File: config.mk
export PLATFORM = sky130hd
export DESIGN_NAME = vga_pattern_gen
export DESIGN_NICKNAME = d
export VERILOG_FILES = /design/src/rtl/vga_pkg.sv /design/src/rtl/vga_box_mover.sv /design/src/rtl/vga_pattern_gen.sv
export SDC_FILE = /design/constraint.sdc
export NUM_CORES = 1
export LEC_CHECK = 0
export CAP_MARGIN = 30
export CORE_MARGIN = 2
export CORE_UTILIZATION = 50
export CTS_CLUSTER_DIAMETER = 30
export DETAILED_ROUTE_END_ITERATION = 7
export PLACE_DENSITY = 0.8
export SLEW_MARGIN = 30
export SYNTH_ARGS = -nofsm -noshare
export SYNTH_HDL_FRONTEND = slang
export SYNTH_HIERARCHICAL = 1
export SYNTH_SLANG_ARGS = --single-unit
File: constraint.sdc
create_clock -name clk_25 -period 4.2 [get_ports clk_25]
set_clock_uncertainty 0.1 [all_clocks]
set_input_delay 1.26 -clock clk_25 [delete_from_list [all_inputs] [get_ports clk_25]]
set_output_delay 1.26 -clock clk_25 [all_outputs]
set_load 0.03 [all_outputs]
File: src/rtl/vga_pkg.sv
// Shared VGA constants, pattern mode encoding and colour values for the
// pattern-generation stage.
package vga_pkg;

    localparam int H_DISPLAY = 640;
    localparam int V_DISPLAY = 480;

    typedef enum logic [1:0] {
        MODE_BARS    = 2'd0,
        MODE_CHECKER = 2'd1,
        MODE_BOX     = 2'd2
    } mode_t;

    localparam logic [2:0] BLACK = 3'b000;
    localparam logic [2:0] BLUE  = 3'b001;
    localparam logic [2:0] RED   = 3'b100;
    localparam logic [2:0] WHITE = 3'b111;

    function automatic mode_t next_mode(input mode_t m);
        case (m)
            MODE_BARS:    next_mode = MODE_CHECKER;
            MODE_CHECKER: next_mode = MODE_BOX;
            default:      next_mode = MODE_BARS;
        endcase
    endfunction

endpackage

File: src/rtl/vga_box_mover.sv
// Bouncing-box position: both axes step by SPEED once per tick and reverse
// at the screen edges, clamping so the box never leaves the visible area.
module vga_box_mover
    import vga_pkg::*;
#(
    parameter int BOX_SIZE = 32,
    parameter int SPEED    = 2
) (
    input  logic       clk_25,
    input  logic       reset,
    input  logic       tick,
    output logic [9:0] box_x,
    output logic [9:0] box_y
);

    genvar gi;
    generate
        for (gi = 0; gi < 2; gi++) begin : g_axis
            // Axis 0 is horizontal, axis 1 vertical; only the far limit differs.
            localparam int MAX_POS = (gi == 0) ? (H_DISPLAY - BOX_SIZE) : (V_DISPLAY - BOX_SIZE);

            logic [9:0] pos_reg;
            logic       back_reg;   // 0: right/down, 1: left/up

            always_ff @(posedge clk_25) begin
                if (reset) begin
                    pos_reg  <= '0;
                    back_reg <= 1'b0;
                end else if (tick) begin
                    if (!back_reg) begin
                        if (pos_reg >= 10'(MAX_POS - SPEED)) begin
                            pos_reg  <= 10'(MAX_POS);
                            back_reg <= 1'b1;
                        end else begin
                            pos_reg <= pos_reg + 10'(SPEED);
                        end
                    end else begin
                        if (pos_reg <= 10'(SPEED)) begin
                            pos_reg  <= '0;
                            back_reg <= 1'b0;
                        end else begin
                            pos_reg <= pos_reg - 10'(SPEED);
                        end
                    end
                end
            end
        end
    endgenerate

    assign box_x = g_axis[0].pos_reg;
    assign box_y = g_axis[1].pos_reg;

endmodule

File: src/rtl/vga_pattern_gen.sv
// Test-pattern pixel stage: cycles bars/checker/box on frame boundaries and
// emits a registered pixel with syncs delayed two cycles to stay aligned.
module vga_pattern_gen
    import vga_pkg::*;
#(
    parameter int FRAMES_PER_MODE = 120,
    parameter int BOX_SIZE        = 32,
    parameter int SPEED           = 2,
    parameter int CHECK_LOG2      = 5
) (
    input  logic       clk_25,
    input  logic       reset,
    input  logic       hsync_in,
    input  logic       vsync_in,
    input  logic       display_on,
    input  logic [9:0] hpos,
    input  logic [9:0] vpos,
    output logic [2:0] pixel,
    output logic       hsync_out,
    output logic       vsync_out,
    output logic       frame_tick
);

    logic       frame_boundary;
    mode_t      mode_reg;
    logic [7:0] frame_cnt_reg;
    logic       frame_tick_reg;
    logic [9:0] box_x;
    logic [9:0] box_y;

    // Row 480 is the first blanking row, so switching here never tears.
    assign frame_boundary = (hpos == 10'd0) && (vpos == 10'(V_DISPLAY));

    always_ff @(posedge clk_25) begin
        if (reset) begin
            mode_reg       <= MODE_BARS;
            frame_cnt_reg  <= '0;
            frame_tick_reg <= 1'b0;
        end else begin
            frame_tick_reg <= frame_boundary;
            if (frame_boundary) begin
                if (frame_cnt_reg == 8'(FRAMES_PER_MODE - 1)) begin
                    frame_cnt_reg <= '0;
                    mode_reg      <= next_mode(mode_reg);
                end else begin
                    frame_cnt_reg <= frame_cnt_reg + 8'd1;
                end
            end
        end
    end

    vga_box_mover #(
        .BOX_SIZE (BOX_SIZE),
        .SPEED    (SPEED)
    ) u_box (
        .clk_25 (clk_25),
        .reset  (reset),
        .tick   (frame_boundary),
        .box_x  (box_x),
        .box_y  (box_y)
    );

    logic [9:0] hpos_s1_reg;
    logic [9:0] vpos_s1_reg;
    logic       disp_s1_reg;
    logic       hsync_s1_reg;
    logic       vsync_s1_reg;

    always_ff @(posedge clk_25) begin
        if (reset) begin
            hpos_s1_reg  <= '0;
            vpos_s1_reg  <= '0;
            disp_s1_reg  <= 1'b0;
            hsync_s1_reg <= 1'b0;
            vsync_s1_reg <= 1'b0;
        end else begin
            hpos_s1_reg  <= hpos;
            vpos_s1_reg  <= vpos;
            disp_s1_reg  <= display_on;
            hsync_s1_reg <= hsync_in;
            vsync_s1_reg <= vsync_in;
        end
    end

    // Extra bit keeps box_x+BOX_SIZE from wrapping near the right edge.
    logic [10:0] box_x_end;
    logic [10:0] box_y_end;
    logic        box_hit;
    logic [2:0]  bar_colour;
    logic [2:0]  checker_colour;
    logic [2:0]  pixel_next;

    assign box_x_end = {1'b0, box_x} + 11'(BOX_SIZE);
    assign box_y_end = {1'b0, box_y} + 11'(BOX_SIZE);
    assign box_hit   = (hpos_s1_reg >= box_x) && ({1'b0, hpos_s1_reg} < box_x_end) &&
                       (vpos_s1_reg >= box_y) && ({1'b0, vpos_s1_reg} < box_y_end);
    assign bar_colour     = hpos_s1_reg[8:6];
    assign checker_colour = (hpos_s1_reg[CHECK_LOG2] ^ vpos_s1_reg[CHECK_LOG2]) ? WHITE : BLACK;

    always_comb begin
        pixel_next = BLACK;
        if (disp_s1_reg) begin
            case (mode_reg)
                MODE_BARS:    pixel_next = bar_colour;
                MODE_CHECKER: pixel_next = checker_colour;
                MODE_BOX:     pixel_next = box_hit ? RED : BLUE;
                default:      pixel_next = BLACK;
            endcase
        end
    end

    logic [2:0] pixel_reg;
    logic       hsync_out_reg;
    logic       vsync_out_reg;

    always_ff @(posedge clk_25) begin
        if (reset) begin
            pixel_reg     <= BLACK;
            hsync_out_reg <= 1'b0;
            vsync_out_reg <= 1'b0;
        end else begin
            pixel_reg     <= pixel_next;
            hsync_out_reg <= hsync_s1_reg;
            vsync_out_reg <= vsync_s1_reg;
        end
    end

    assign pixel      = pixel_reg;
    assign hsync_out  = hsync_out_reg;
    assign vsync_out  = vsync_out_reg;
    assign frame_tick = frame_tick_reg;

endmodule

== Word-level counts from Yosys, hierarchy flattened ==
Cells that the tools add are included.
Storage, ports and cells
  flip-flop bits (word level): 61
  bits of input ports: 25
  output and inout port bits: 6
  logic and storage cells: 61
Operators by class
  add/subtract/negate cells: 7
  magnitude comparators: 8
  equality and inequality tests: 4
  multiplexer cells: 17
  bitwise logic cells: 2
  reduce and logical (&&, ||, !) cells: 8
Operator list (number)
  2-to-1 mux 10 bit: 6
  adder 10 x 6 -> 11 bit (second input constant): 2
  < comparator 10 x 11 -> 1 bit: 2
  adder 10 x 2 -> 10 bit (second input constant): 2
  greater-or-equal comparator 10 bit: 2
  less-or-equal comparator 10 x 2 -> 1 bit (second input constant): 2
  subtractor 10 x 2 -> 10 bit (second input constant): 2
  equality test 10 x 9 -> 1 bit (second input constant): 1
  greater-or-equal comparator 10 bit (second input constant): 1
  greater-or-equal comparator 10 x 9 -> 1 bit (second input constant): 1
  zero test 10 bit: 1
  one-hot mux 3 bit (3 select lines): 1
  adder 8 x 1 -> 8 bit (second input constant): 1
  equality test 8 x 7 -> 1 bit (second input constant): 1
  2-to-1 mux 8 bit: 1
  2-to-1 mux 1 bit: 6
  2-to-1 mux 3 bit: 2
  logical AND 1 bit: 4
  one-hot mux 2 bit (2 select lines): 1
  equality test 2 x 1 -> 1 bit (second input constant): 1
  equality test 2 bit (second input constant): 1
  zero test 2 bit: 1
  AND reduction 2 bit: 1
  OR reduction 2 bit: 1
  other kinds (2): 2

== Depth between registers and ports, before layout ==
Gate-level depths: netlist (run 1).
  depth in word-level cells: 7
  mapped depth: 10
  depth with buffers taken out: 10

== Cells and area by module ==
Netlist (run 1), hierarchy kept.
By module, submodules not included
  vga_pattern_gen: times used 1, cells an instance 239, area each 2188.3 um^2, sequential area each 780.7 um^2
  vga_box_mover: times used 1, cells an instance 202, area each 1632.8 um^2, sequential area each 400.4 um^2

== Worst setup path after synthesis (run 1) ==
No wires, ideal clock.
  path kind: input to register
  start point: input port hpos[6]
  end point: register u_box.g_axis[1].pos_reg[9], in the netlist u_box/box_y[9]
  setup time: 0.070 ns
  arrival: 3.003 ns
  required time: 4.030 ns
  path slack: 1.027 ns
  cell stages on the path: 7
  buffers on the path: 0
  cell sequence: nor4b_2 nand2_1 nor3_4 inv_1 or2_2 or4_1 a21oi_1
On the way
  longest elaborated chain between the ends: 2
Ends and longest elaborated chain
  start: declaration: RTL line vga_pattern_gen.sv:16  | input logic [9:0] hpos,
  zero test 10 bit: RTL line vga_pattern_gen.sv:32  | assign frame_boundary = (hpos == 10'd0) && (vpos == 10'(V_DISPLAY));
  logical AND 1 bit: RTL line vga_pattern_gen.sv:32
  via frame_boundary: RTL line vga_pattern_gen.sv:24  | logic frame_boundary;
  end signal: assignment: RTL line vga_box_mover.sv:32  | pos_reg <= 10'(MAX_POS);
  end signal: assignment: RTL line vga_box_mover.sv:35  | pos_reg <= pos_reg + 10'(SPEED);
  end signal: assignment: RTL line vga_box_mover.sv:42  | pos_reg <= pos_reg - 10'(SPEED);
  end: declaration: RTL line vga_box_mover.sv:22  | logic [9:0] pos_reg;
The timed path passes the listed nets, and every way through them passes these cells.
A chain may end at the register's enable or synchronous reset.

== Worst setup path after layout (run 1) ==
  start point: input port hpos[2]
  end point: register u_box.g_axis[1].pos_reg[9], in the netlist u_box/box_y[9]
The elaborated chain is that of the path after synthesis.

==> impl_summary.txt, run 1 <==
----------------------------------------------------
[Run status]
  Run status ... complete, no violations

[Setup path]
  Total stage count of the critical path ... 8
  Crit start category ... input port
  Maximum fanout along the worst path ... 11
  CP Data Arrival Time ... 3470 ps
  Buffers plus inverters on the worst setup path ... 2
  Setup CP Type ... in -> reg
  Worst flop-to-flop path endpoint ... pixel[2]$_SDFF_PP0_
  Endpoint class of the critical path ... flip-flop
  Required time at the endpoint of the critical path ... 4370 ps
  Crit path launch ... hpos[2]
  Worst setup path end ... u_box/box_y[9]$_SDFFE_PP0P_
  Max stage delay cell, worst path ... clkdlybuf4s50_1
  Cell chain of the critical path ... clkdlybuf4s50_1 -> nor4_1 -> nand2_1 -> nor3_4 -> inv_1 -> or2_2 -> or4_1 -> a21oi_1
  Worst path top cell family by delay ... simple AND/OR/NAND/NOR gates
  Worst Reg-to-Reg Cells ... 10
  Worst r2r src ... u_box/box_x[5]$_SDFFE_PP0P_
  Flop-to-flop setup slack ... 1050 ps
  Crit-path max cell delay ... 420 ps

[Floorplanning]
  Std-Cell Rows ... 31
  Horiz. Die Dim ... 91.4 µm
  Area of the core region ... 0.00733 mm²
  Effective utilization at floorplan ... 0.521
  Number of ports placed on the die boundary ... 31
  Total die area ... 0.00836 mm²
  Die boundary height ... 91.4 µm

[Drt]
  DR DRC count ... 0
  Routed wire length ... 8600 µm
  Total via count in the routed design ... 3290
  DRC marker count from the first detailed-route iteration ... 203
  Detail Route Antenna Nets ... 0
  Ratio of routed vias to standard cells ... 5.80
  Routed len/inst ... 15.2 µm
  Detailed-routing iteration count for the pre-antenna-repair pass ... 4

[STA]
  Fin. max-slew vios ... 0
  Setup repair after global routing missed its margin ... no
  Highest clock rate ... 303 MHz
  Setup tns final ... 0 ps
  Post-Route Hold Slack ... 338 ps
  Post-route fraction of the period consumed by the critical path ... 0.785
  Transition time at the pin with the least slew margin ... 742 ps
  Setup-failing EPs final ... 0
  Total count of hold-check failures in the final report ... 0
  Shortest period the worst path allows ... 3300 ps
  Max_slew headroom ... 0.503

[Clock tree]
  Count of cells resized by post-cts repair ... 0
  Number of buffers inserted during clock tree synthesis ... 9
  Count of clock tree sinks ... 59
  Hold buffer count at cts ... 0
  TritonCTS clock tree ... yes
  Post-CTS setup repair buffer count ... 0
  Number of buffers on the longest clock path ... 2
  Clk Latency, worst-skew pair ... 340 ps
  CTS root buf ... clkbuf_8
  Clock H-tree levels ... 3
  Clock slew at reported path FFs ... 70 ps

[Synth]
  Yosys cell types ... 71
  Combined area of all synthesized cells ... 0.00382 mm²
  Synthesized area divided by synthesized cell count ... 8.66 µm²
  Post-synthesis compound-gate area fraction ... 0.176
  Post-synthesis adder-cell area fraction ... 0.128
  Async set-or-reset flop fraction in the synthesized netlist ... 0
  Post-synthesis register bit count ... 59
  Main combinational cell family by area after synthesis ... simple AND/OR/NAND/NOR gates
  Most numerous cell types in the synthesized netlist ... dfxtp_1 (59), ha_1 (39), inv_1 (33), nor2_1 (27), nor2b_1 (26)
  Share of the yosys chip area belonging to registers ... 0.309
  Prevailing post-synth register cell ... dfxtp_1
  Post-synthesis instance total ... 441
  XOR/XNOR Fraction of Synth Area ... 0.0573
  Share of synthesized area spent on multiplexers ... 0.0160
  Top cells by area, synth ... dfxtp_1 (31%), ha_1 (13%), nor2b_1 (4.3%)
  Number of synthesis warnings ... 6
  Number of enable-type register cells in the synthesized netlist ... 0
  Most frequent cell after synthesis ... dfxtp_1
  Library cell occupying the most area in the post-synthesis netlist ... dfxtp_1
  Simple-Gate Fraction of Synth Area ... 0.244
  Share of Yosys cell area claimed by the top area cell type ... 0.309

[Run]
  Maxcap violations ... 0

[Global route]
  Number of antenna violations at the first check in global routing ... 0
  First-pass GRT wire length ... 14500 µm
  GRT Overall Usage ... 0.210
  Total congestion overflow ... 0
  Number of global-route vias before repair ... 3168
  Maximum number of pins on one net before global-route repair ... 32

[Place]
  Total instance count after detailed placement ... 551
  HPWL after detailed placement ... 6330 µm
  Placer Congestion ... 0.867
  Buffers on Ports ... 30

[Cells and area]
  Filler Cells Inserted ... 613
  Area of the multi-input gates ... 0.00238 mm²
  Storage element area ... 0.00118 mm²
  Antenna Diode Count ... 0
  Layout-stage area growth over the synthesis result ... 12.7%
  Ratio of cells with drive above 1 in the final layout ... 0.0897
  Number of nets at the end of the flow ... 527
  Final Util ... 0.588
  Final std cells w/o fill ... 567

[Pwr]
  Total leakage power ... 1.62 nW
  Power density over the cells ... 268 mW/mm²
  Peak supply drop ... 0.000210 V
  Total chip power ... 1.16 mW

[Worst hold path]
  Worst hold-check path type ... reg -> reg

----------------------------------------------------
[cell families after synthesis]
group / Yosys count
adders and majority gates: 39
xor gates and xnor gates: 25
and+or+nand+nor: 161
buffers and inverters: 57
muxes: 6
other: 1
DFF: 59
AOI/OAI and AO/OA: 93
[cells in the final DEF, fill, tap and decap left out, drive strengths merged, types with 4 or more instances in the layout]
cell           instances
o32ai                  4
nand4                  9
ha                    39
buf                    4
nand2b                 5
dfxtp                 59
a211oi                 4
a21oi                 25
nand2                 24
clkinv                 6
or4                    6
nor3                   9
nor2                  28
and4                   4
mux2i                  5
o22ai                  4
xnor2                 15
o21ai                 17
and3                   5
a32o                   5
nand3                 18
clkbuf                 9
nor2b                 26
o221a                  4
or3                    4
xor2                  10
inv                   33
clkdlybuf4s50         30
nor4                   8
[final cells by class]
class | count | area share
Multi-Input combinational cell | 326 | 0.552
Sequential cell | 59 | 0.274
Timing Repair Buffer | 34 | 0.0767
Clock buffer | 9 | 0.0288
Inverter | 33 | 0.0288
Tap cell | 99 | 0.0288
Clock inverter | 7 | 0.0105
[per-stage QoR]
| step | instance area, µm² | setup slack (ps) |
|---|---|---|
| 2_1_floorplan | 3820 | 1030 |
| 3_3_place_gp | 4140 | 598 |
| 3_5_place_dp | 4140 | 555 |
| 4_1_cts | 4310 | 890 |
| 5_1_grt | 4310 | 793 |
| 6_report | 4310 | 903 |
[worst reg2reg max path, cell delays in order (launching register included)]
cell	delay, ps
dfxtp_1	610
ha_1	270
nand3_1	120
xnor2_1	170
ha_1	310
a211oi_1	210
nand2_1	110
a2111oi_0	400
nor3_1	110
or4_1	520
o22ai_1	160
[how the worst min path moves through the flow]
stage,endpoint,from,cells past startpoint
after floorplan,hsync_out$_SDFF_PP0_,hsync_s1_reg$_SDFF_PP0_,1
after global placement,vsync_out$_SDFF_PP0_,vsync_s1_reg$_SDFF_PP0_,1
after detailed placement,vsync_out$_SDFF_PP0_,vsync_s1_reg$_SDFF_PP0_,1
after CTS,hsync_out$_SDFF_PP0_,hsync_s1_reg$_SDFF_PP0_,1
after global routing,vsync_out$_SDFF_PP0_,vsync_s1_reg$_SDFF_PP0_,1
final,hsync_out$_SDFF_PP0_,hsync_s1_reg$_SDFF_PP0_,1
[report_power, final]
part | leakage (nW) | internal (mW) | switching [mW]
logic | 1.05 | 0.0654 | 0.0597
clock network | 0.0887 | 0.211 | 0.235
registers | 0.482 | 0.573 | 0.0115
total | 1.62 | 0.850 | 0.307
[per-layer routing]
layer / up-vias / routed length [µm] / GRT usage
li1: 1638 / - / -
met1: 1550 / 3800 / 0.257
met2: 93 / 4350 / 0.367
met3: 9 / 370 / 0.0498
met4: 0 / 79 / 0.0543
met5: - / 0 / 0
Note: power is estimated with default switching activity, not from simulation.
==> run 2: changes to the inputs <==
- clock period: 4.2 -> 3.2 ns (I/O delays scaled with it)
==> run 2 against run 1 <==
  * Total power is 41% higher
  * Global-route usage rose by 1.7 points
  * Sequential power is 31% higher
  * Flip-flop and latch count unchanged
  * Non-clock buffer count up 12
==> impl_summary.txt, run 2 (same netlist as run 1, synthesis figures left out) <==
----------------------------------------------------
[Pwr]
  Total leakage power ... 1.69 nW (was 1.62 nW)
  Power density over the cells ... 368 mW/mm² (was 268 mW/mm²)
  Peak supply drop ... 0.000272 V (was 0.000210 V)
  Total chip power ... 1.63 mW (was 1.16 mW)

[Place]
  Placer Congestion ... 0.941 (was 0.867)
  HPWL after detailed placement ... 6590 µm (was 6330 µm)
  Buffers on Ports ... 30 (unchanged)

[Clock tree]
  Clock slew at reported path FFs ... 70 ps (about the same)
  Number of buffers inserted during clock tree synthesis ... 9 (unchanged)
  Count of cells resized by post-cts repair ... 0 (unchanged)
  Clk Latency, worst-skew pair ... 340 ps (about the same)
  Clock H-tree levels ... 3 (unchanged)
  CTS root buf ... clkbuf_8 (unchanged)
  Count of clock tree sinks ... 59 (unchanged)
  Hold buffer count at cts ... 0 (unchanged)
  Post-CTS setup repair buffer count ... 0 (unchanged)
  Number of buffers on the longest clock path ... 2 (unchanged)
  TritonCTS clock tree ... yes (unchanged)

[Floorplanning]
  Effective utilization at floorplan ... 0.521 (unchanged)
  Horiz. Die Dim ... 91.4 µm (unchanged)
  Std-Cell Rows ... 31 (unchanged)
  Number of ports placed on the die boundary ... 31 (unchanged)
  Area of the core region ... 0.00733 mm² (unchanged)
  Die boundary height ... 91.4 µm (unchanged)
  Total die area ... 0.00836 mm² (unchanged)

[Cells and area]
  Area of the multi-input gates ... 0.00238 mm² (unchanged)
  Layout-stage area growth over the synthesis result ... 15.9% (was 12.7%)
  Commonest non-fill, non-tap cell in the layout ... dfxtp_1 (unchanged)
  Ratio of cells with drive above 1 in the final layout ... 0.113 (was 0.0897)
  Most frequent cells in the layout ... dfxtp_1 (59), ha_1 (39), inv_1 (33) (unchanged)
  Antenna Diode Count ... 0 (unchanged)
  Final Util ... 0.604 (was 0.588)
  Filler Cells Inserted ... 638 (was 613)
  Number of nets at the end of the flow ... 539 (was 527)
  Storage element area ... 0.00118 mm² (unchanged)

[Setup path]
  Max stage delay cell, worst path ... or4_1 (was clkdlybuf4s50_1)
  Flop-to-flop setup slack ... 260 ps (was 1050 ps)
  Endpoint class of the critical path ... flip-flop (unchanged)
  Worst r2r src ... u_box/box_x[9]$_SDFFE_PP0P_ (was u_box/box_x[5]$_SDFFE_PP0P_)
  Worst Reg-to-Reg Cells ... 9 (was 10)
  Required time at the endpoint of the critical path ... 3360 ps (was 4370 ps)
  Setup CP Type ... reg -> reg (was in -> reg)
  Crit-path max cell delay ... 530 ps (was 420 ps)
  CP Data Arrival Time ... 3100 ps (was 3470 ps)
  Cell chain of the critical path ... inv_1 -> xnor2_1 -> ha_1 -> a211oi_1 -> nand2_1 -> a2111oi_0 -> nor3_1 -> or4_1 -> o22ai_1 (was clkdlybuf4s50_1 -> nor4_1 -> nand2_1 -> nor3_4 -> inv_1 -> or2_2 -> or4_1 -> a21oi_1)
  Maximum fanout along the worst path ... 7 (was 11)
  Worst flop-to-flop path endpoint ... pixel[2]$_SDFF_PP0_ (unchanged)
  Crit start category ... flip-flop (was input port)
  Worst path top cell family by delay ... compound AO/OA/AOI/OAI gates (was simple AND/OR/NAND/NOR gates)
  Buffers plus inverters on the worst setup path ... 1 (was 2)

[Run]
  Maxcap violations ... 0 (unchanged)

[Worst hold path]
  Worst hold-check path type ... reg -> reg (unchanged)
  Startpoint of the most critical hold path ... hsync_s1_reg$_SDFF_PP0_ (unchanged)
  Worst hold path stage count ... 1 (unchanged)
  Worst min-delay path endpoint ... hsync_out$_SDFF_PP0_ (unchanged)

[STA]
  Setup repair after global routing missed its margin ... no (unchanged)
  Highest clock rate ... 340 MHz
  Max_slew headroom ... 0.480 (was 0.503)
  Fin. max-slew vios ... 0 (unchanged)
  Post-route fraction of the period consumed by the critical path ... 0.920
  Setup-failing EPs final ... 0 (unchanged)
  Total count of hold-check failures in the final report ... 0 (unchanged)
  Shortest period the worst path allows ... 2940 ps
  Transition time at the pin with the least slew margin ... 776 ps (was 742 ps)

[Drt]
  Detailed-routing iteration count for the pre-antenna-repair pass ... 4 (unchanged)
  Routed wire length ... 8920 µm (was 8600 µm)
  DR DRC count ... 0 (unchanged)
  DRC marker count from the first detailed-route iteration ... 170 (was 203)
  Detail Route Antenna Nets ... 0 (unchanged)
  Ratio of routed vias to standard cells ... 5.72 (was 5.80)
  Routed len/inst ... 15.4 µm (was 15.2 µm)
  Total via count in the routed design ... 3313 (was 3290)

[Global route]
  GRT Overall Usage ... 0.227 (was 0.210)
  First-pass GRT wire length ... 15300 µm (was 14500 µm)
  Number of antenna violations at the first check in global routing ... 0 (unchanged)
  Total congestion overflow ... 0 (unchanged)
  Maximum number of pins on one net before global-route repair ... 29 (was 32)
  Number of global-route vias before repair ... 3243 (was 3168)

[Run status]
  Run status ... complete, no violations (unchanged)

----------------------------------------------------
-- run 2: worst max path at each step --
stage                                     start                           to  depth (start not counted)
global route        u_box/box_x[9]$_SDFFE_PP0P_          pixel[2]$_SDFF_PP0_                          9
finish              u_box/box_x[9]$_SDFFE_PP0P_          pixel[2]$_SDFF_PP0_                          9
detailed placement                      hpos[6]  u_box/box_y[9]$_SDFFE_PP0P_                          8
CTS                                     hpos[6]  u_box/box_y[9]$_SDFFE_PP0P_                          8
floorplan                               hpos[6]  u_box/box_y[9]$_SDFFE_PP0P_                          7
global placement                        hpos[6]  u_box/box_y[9]$_SDFFE_PP0P_                          8
-- run 2: per-layer routing --
metal / vias up / share of wire / track usage
met5: - / 0 / 0
met4: 0 / 0.014 / 0.0707
met3: 14 / 0.035 / 0.0465
met2: 74 / 0.51 / 0.389
met1: 1567 / 0.45 / 0.285
li1: 1658 / - / -
-- run 2: final cells by class --
| cell class | count | area share |
|---|---|---|
| multi-input cells | 326 | 0.537 |
| clock inverters | 6 | 0.0144 |
| flip-flops and latches | 59 | 0.267 |
| inverters | 33 | 0.0280 |
| well taps | 99 | 0.0280 |
| repair buffers | 46 | 0.0949 |
| clock buffers | 10 | 0.0311 |
-- run 2: per-stage QoR --
step,TNS (ps),setup slack (ps),hold WS (ps),area (µm²),std cells
3_3_place_gp,-22.3,-22.3,323,4230,563
3_5_place_dp,-256,-110,324,4230,563
6_report,0,255,336,4430,579
2_1_floorplan,0,327,314,3820,442
4_1_cts,0,252,340,4430,579
5_1_grt,0,49.4,366,4430,579
-- run 2: power by group --
group          switching (mW)  internal [mW]  total (mW)
sequential             0.0112          0.752       0.764
clock                   0.313          0.380       0.693
combinational          0.0845         0.0873       0.172
==> run 3: changes to the inputs <==
- CELL_PAD_IN_SITES_DETAIL_PLACEMENT: default -> 0
- CELL_PAD_IN_SITES_GLOBAL_PLACEMENT: default -> 1
- CORE_UTILIZATION: 50 -> 45
- PLACE_DENSITY: 0.8 -> 0.91
==> run 3 against run 2 <==
  * Via count fell by 0.94%
  * Largest cell class unchanged
  * Flip-flop and latch count unchanged
  * Cell count rose by 0.17%
  * Largest power group unchanged
  * Critical path depth down 1
  * Die area increased by 11%
  * Design area down 0.37%
  * Sequential power is essentially flat
==> impl_summary.txt, run 3 (same netlist as run 1, synthesis figures left out) <==
----------------------------------------------------
[Run]
  Maxcap violations ... 0 (unchanged)

[Global route]
  Maximum number of pins on one net before global-route repair ... 24 (was 29)
  Total congestion overflow ... 0 (unchanged)
  GRT Overall Usage ... 0.202 (was 0.227)
  First-pass GRT wire length ... 14500 µm (was 15300 µm)
  Number of antenna violations at the first check in global routing ... 0 (unchanged)
  Number of global-route vias before repair ... 3216 (was 3243)

[Setup path]
  Crit path launch ... vpos[0] (was u_box/box_x[9]$_SDFFE_PP0P_)
  Worst Reg-to-Reg Cells ... 9 (unchanged)
  Total stage count of the critical path ... 8 (was 9)
  Buffers plus inverters on the worst setup path ... 2 (was 1)
  CP Data Arrival Time ... 3070 ps (was 3100 ps)
  Required time at the endpoint of the critical path ... 3370 ps (was 3360 ps)
  Worst flop-to-flop path endpoint ... pixel[2]$_SDFF_PP0_ (unchanged)
  Endpoint class of the critical path ... flip-flop (unchanged)
  Max stage delay cell, worst path ... clkdlybuf4s50_1 (was or4_1)
  Crit start category ... input port (was flip-flop)
  Cell chain of the critical path ... clkdlybuf4s50_1 -> nor4_2 -> nand2_1 -> nor3_4 -> buf_4 -> nand4_4 -> or3b_1 -> a21oi_1 (was inv_1 -> xnor2_1 -> ha_1 -> a211oi_1 -> nand2_1 -> a2111oi_0 -> nor3_1 -> or4_1 -> o22ai_1)
  Worst r2r src ... u_box/box_x[8]$_SDFFE_PP0P_ (was u_box/box_x[9]$_SDFFE_PP0P_)
  Worst path top cell family by delay ... simple AND/OR/NAND/NOR gates (was compound AO/OA/AOI/OAI gates)
  Crit-path max cell delay ... 430 ps (was 530 ps)
  Setup CP Type ... in -> reg (was reg -> reg)
  Worst setup path end ... mode_reg[1]$_SDFFE_PP0P_ (was pixel[2]$_SDFF_PP0_)
  Flop-to-flop setup slack ... 350 ps (was 260 ps)
  Maximum fanout along the worst path ... 23 (was 7)

[Clock tree]
  Post-CTS setup repair buffer count ... 0 (unchanged)
  CTS root buf ... clkbuf_8 (unchanged)
  Number of buffers inserted during clock tree synthesis ... 9 (unchanged)
  TritonCTS clock tree ... yes (unchanged)
  Number of buffers on the longest clock path ... 2 (unchanged)
  Count of clock tree sinks ... 59 (unchanged)
  Clk Latency, worst-skew pair ... 340 ps (about the same)
  Count of cells resized by post-cts repair ... 0 (unchanged)
  Clock slew at reported path FFs ... 70 ps (about the same)
  Hold buffer count at cts ... 0 (unchanged)
  Clock H-tree levels ... 3 (unchanged)

[Floorplanning]
  Total die area ... 0.00924 mm² (was 0.00836 mm²)
  Die boundary height ... 96.2 µm (was 91.4 µm)
  Std-Cell Rows ... 33 (was 31)
  Area of the core region ... 0.00822 mm² (was 0.00733 mm²)
  Horiz. Die Dim ... 96.2 µm (was 91.4 µm)
  Effective utilization at floorplan ... 0.465 (was 0.521)
  Number of ports placed on the die boundary ... 31 (unchanged)

[STA]
  Post-route fraction of the period consumed by the critical path ... 0.907 (was 0.920)
  Shortest period the worst path allows ... 2900 ps (was 2940 ps)
  Worst setup margin ... 299 ps (was 255 ps)
  Fin. max-slew vios ... 0 (unchanged)
  Setup repair after global routing missed its margin ... no (unchanged)
  Total count of hold-check failures in the final report ... 0 (unchanged)
  Max_slew headroom ... 0.496 (was 0.480)
  Transition time at the pin with the least slew margin ... 752 ps (was 776 ps)
  Post-Route Hold Slack ... 339 ps (was 336 ps)
  Setup-failing EPs final ... 0 (unchanged)
  Highest clock rate ... 345 MHz (was 340 MHz)

[Place]
  Setup slack after placement ... -34.5 ps (was -110 ps)
  Total instance count after detailed placement ... 566 (was 563)
  Placer Congestion ... 0.875 (was 0.941)
  HPWL after detailed placement ... 6440 µm (was 6590 µm)
  Instance area after placement ... 0.00421 mm² (was 0.00423 mm²)
  Buffers on Ports ... 30 (unchanged)

[Pwr]
  Power density over the cells ... 371 mW/mm² (was 368 mW/mm²)
  Total leakage power ... 1.68 nW (was 1.69 nW)
  Peak supply drop ... 0.000239 V (was 0.000272 V)

[Cells and area]
  Final std cells w/o fill ... 580 (was 579)
  Antenna Diode Count ... 0 (unchanged)
  Most frequent cells in the layout ... dfxtp_1 (59), ha_1 (39), inv_1 (33) (unchanged)
  Layout-stage area growth over the synthesis result ... 15.5% (was 15.9%)
  Number of nets at the end of the flow ... 536 (was 539)
  Layout Cell Area excl Fill ... 0.00441 mm² (was 0.00443 mm²)
  Commonest non-fill, non-tap cell in the layout ... dfxtp_1 (unchanged)
  Final Util ... 0.537 (was 0.604)
  Ratio of cells with drive above 1 in the final layout ... 0.103 (was 0.113)

[Drt]
  DR DRC count ... 0 (unchanged)
  Ratio of routed vias to standard cells ... 5.66 (was 5.72)
  Routed len/inst ... 15.0 µm (was 15.4 µm)
  Total via count in the routed design ... 3282 (was 3313)
  Detailed-routing iteration count for the pre-antenna-repair pass ... 5 (was 4)
  Routed wire length ... 8730 µm (was 8920 µm)
  DRC marker count from the first detailed-route iteration ... 145 (was 170)
  Detail Route Antenna Nets ... 0 (unchanged)

[Run status]
  Run status ... complete, no violations (unchanged)

[Worst hold path]
  Worst hold-check path type ... reg -> reg (unchanged)

----------------------------------------------------
==> run 3: metal layers <==
metal | wire (µm) | GRT usage
met1 | 3890 | 0.246
met5 | 0 | 0
met4 | 172 | 0.0893
met3 | 371 | 0.0493
met2 | 4300 | 0.335
==> run 3: power by group <==
part / internal, mW / switching, mW / leakage, nW
combinational: 0.0873 / 0.0830 / 1.10
sequential: 0.753 / 0.0106 / 0.482
clock: 0.414 / 0.289 / 0.104
==> run 3: area by class of cell <==
class                      instances  area, µm²
fill                             743       3800
multi-input combinational        326       2380
sequential                        59       1180
timing repair buffer              43        398
clock buffer                      12        165
tap                              105        131
inverter                          33        124
clock inverter                     2       35.0
==> run 3: how the worst min path moves through the flow <==
stage                            to  slack (ps)  cells past startpoint               startpoint
2_1_floorplan  hsync_out$_SDFF_PP0_         310                      1  hsync_s1_reg$_SDFF_PP0_
3_3_place_gp   hsync_out$_SDFF_PP0_         320                      1  hsync_s1_reg$_SDFF_PP0_
3_5_place_dp   vsync_out$_SDFF_PP0_         330                      1  vsync_s1_reg$_SDFF_PP0_
4_1_cts        vsync_out$_SDFF_PP0_         340                      1  vsync_s1_reg$_SDFF_PP0_
5_1_grt        vsync_out$_SDFF_PP0_         350                      1  vsync_s1_reg$_SDFF_PP0_
6_report       vsync_out$_SDFF_PP0_         340                      1  vsync_s1_reg$_SDFF_PP0_
==> run 3: per-stage QoR <==
stage,total power [mW],TNS [ps]
global placement,0.942,-24.9
floorplan,0.882,0
global route,1.71,0
CTS,1.65,0
finish,1.64,0
detailed placement,0.948,-48.4
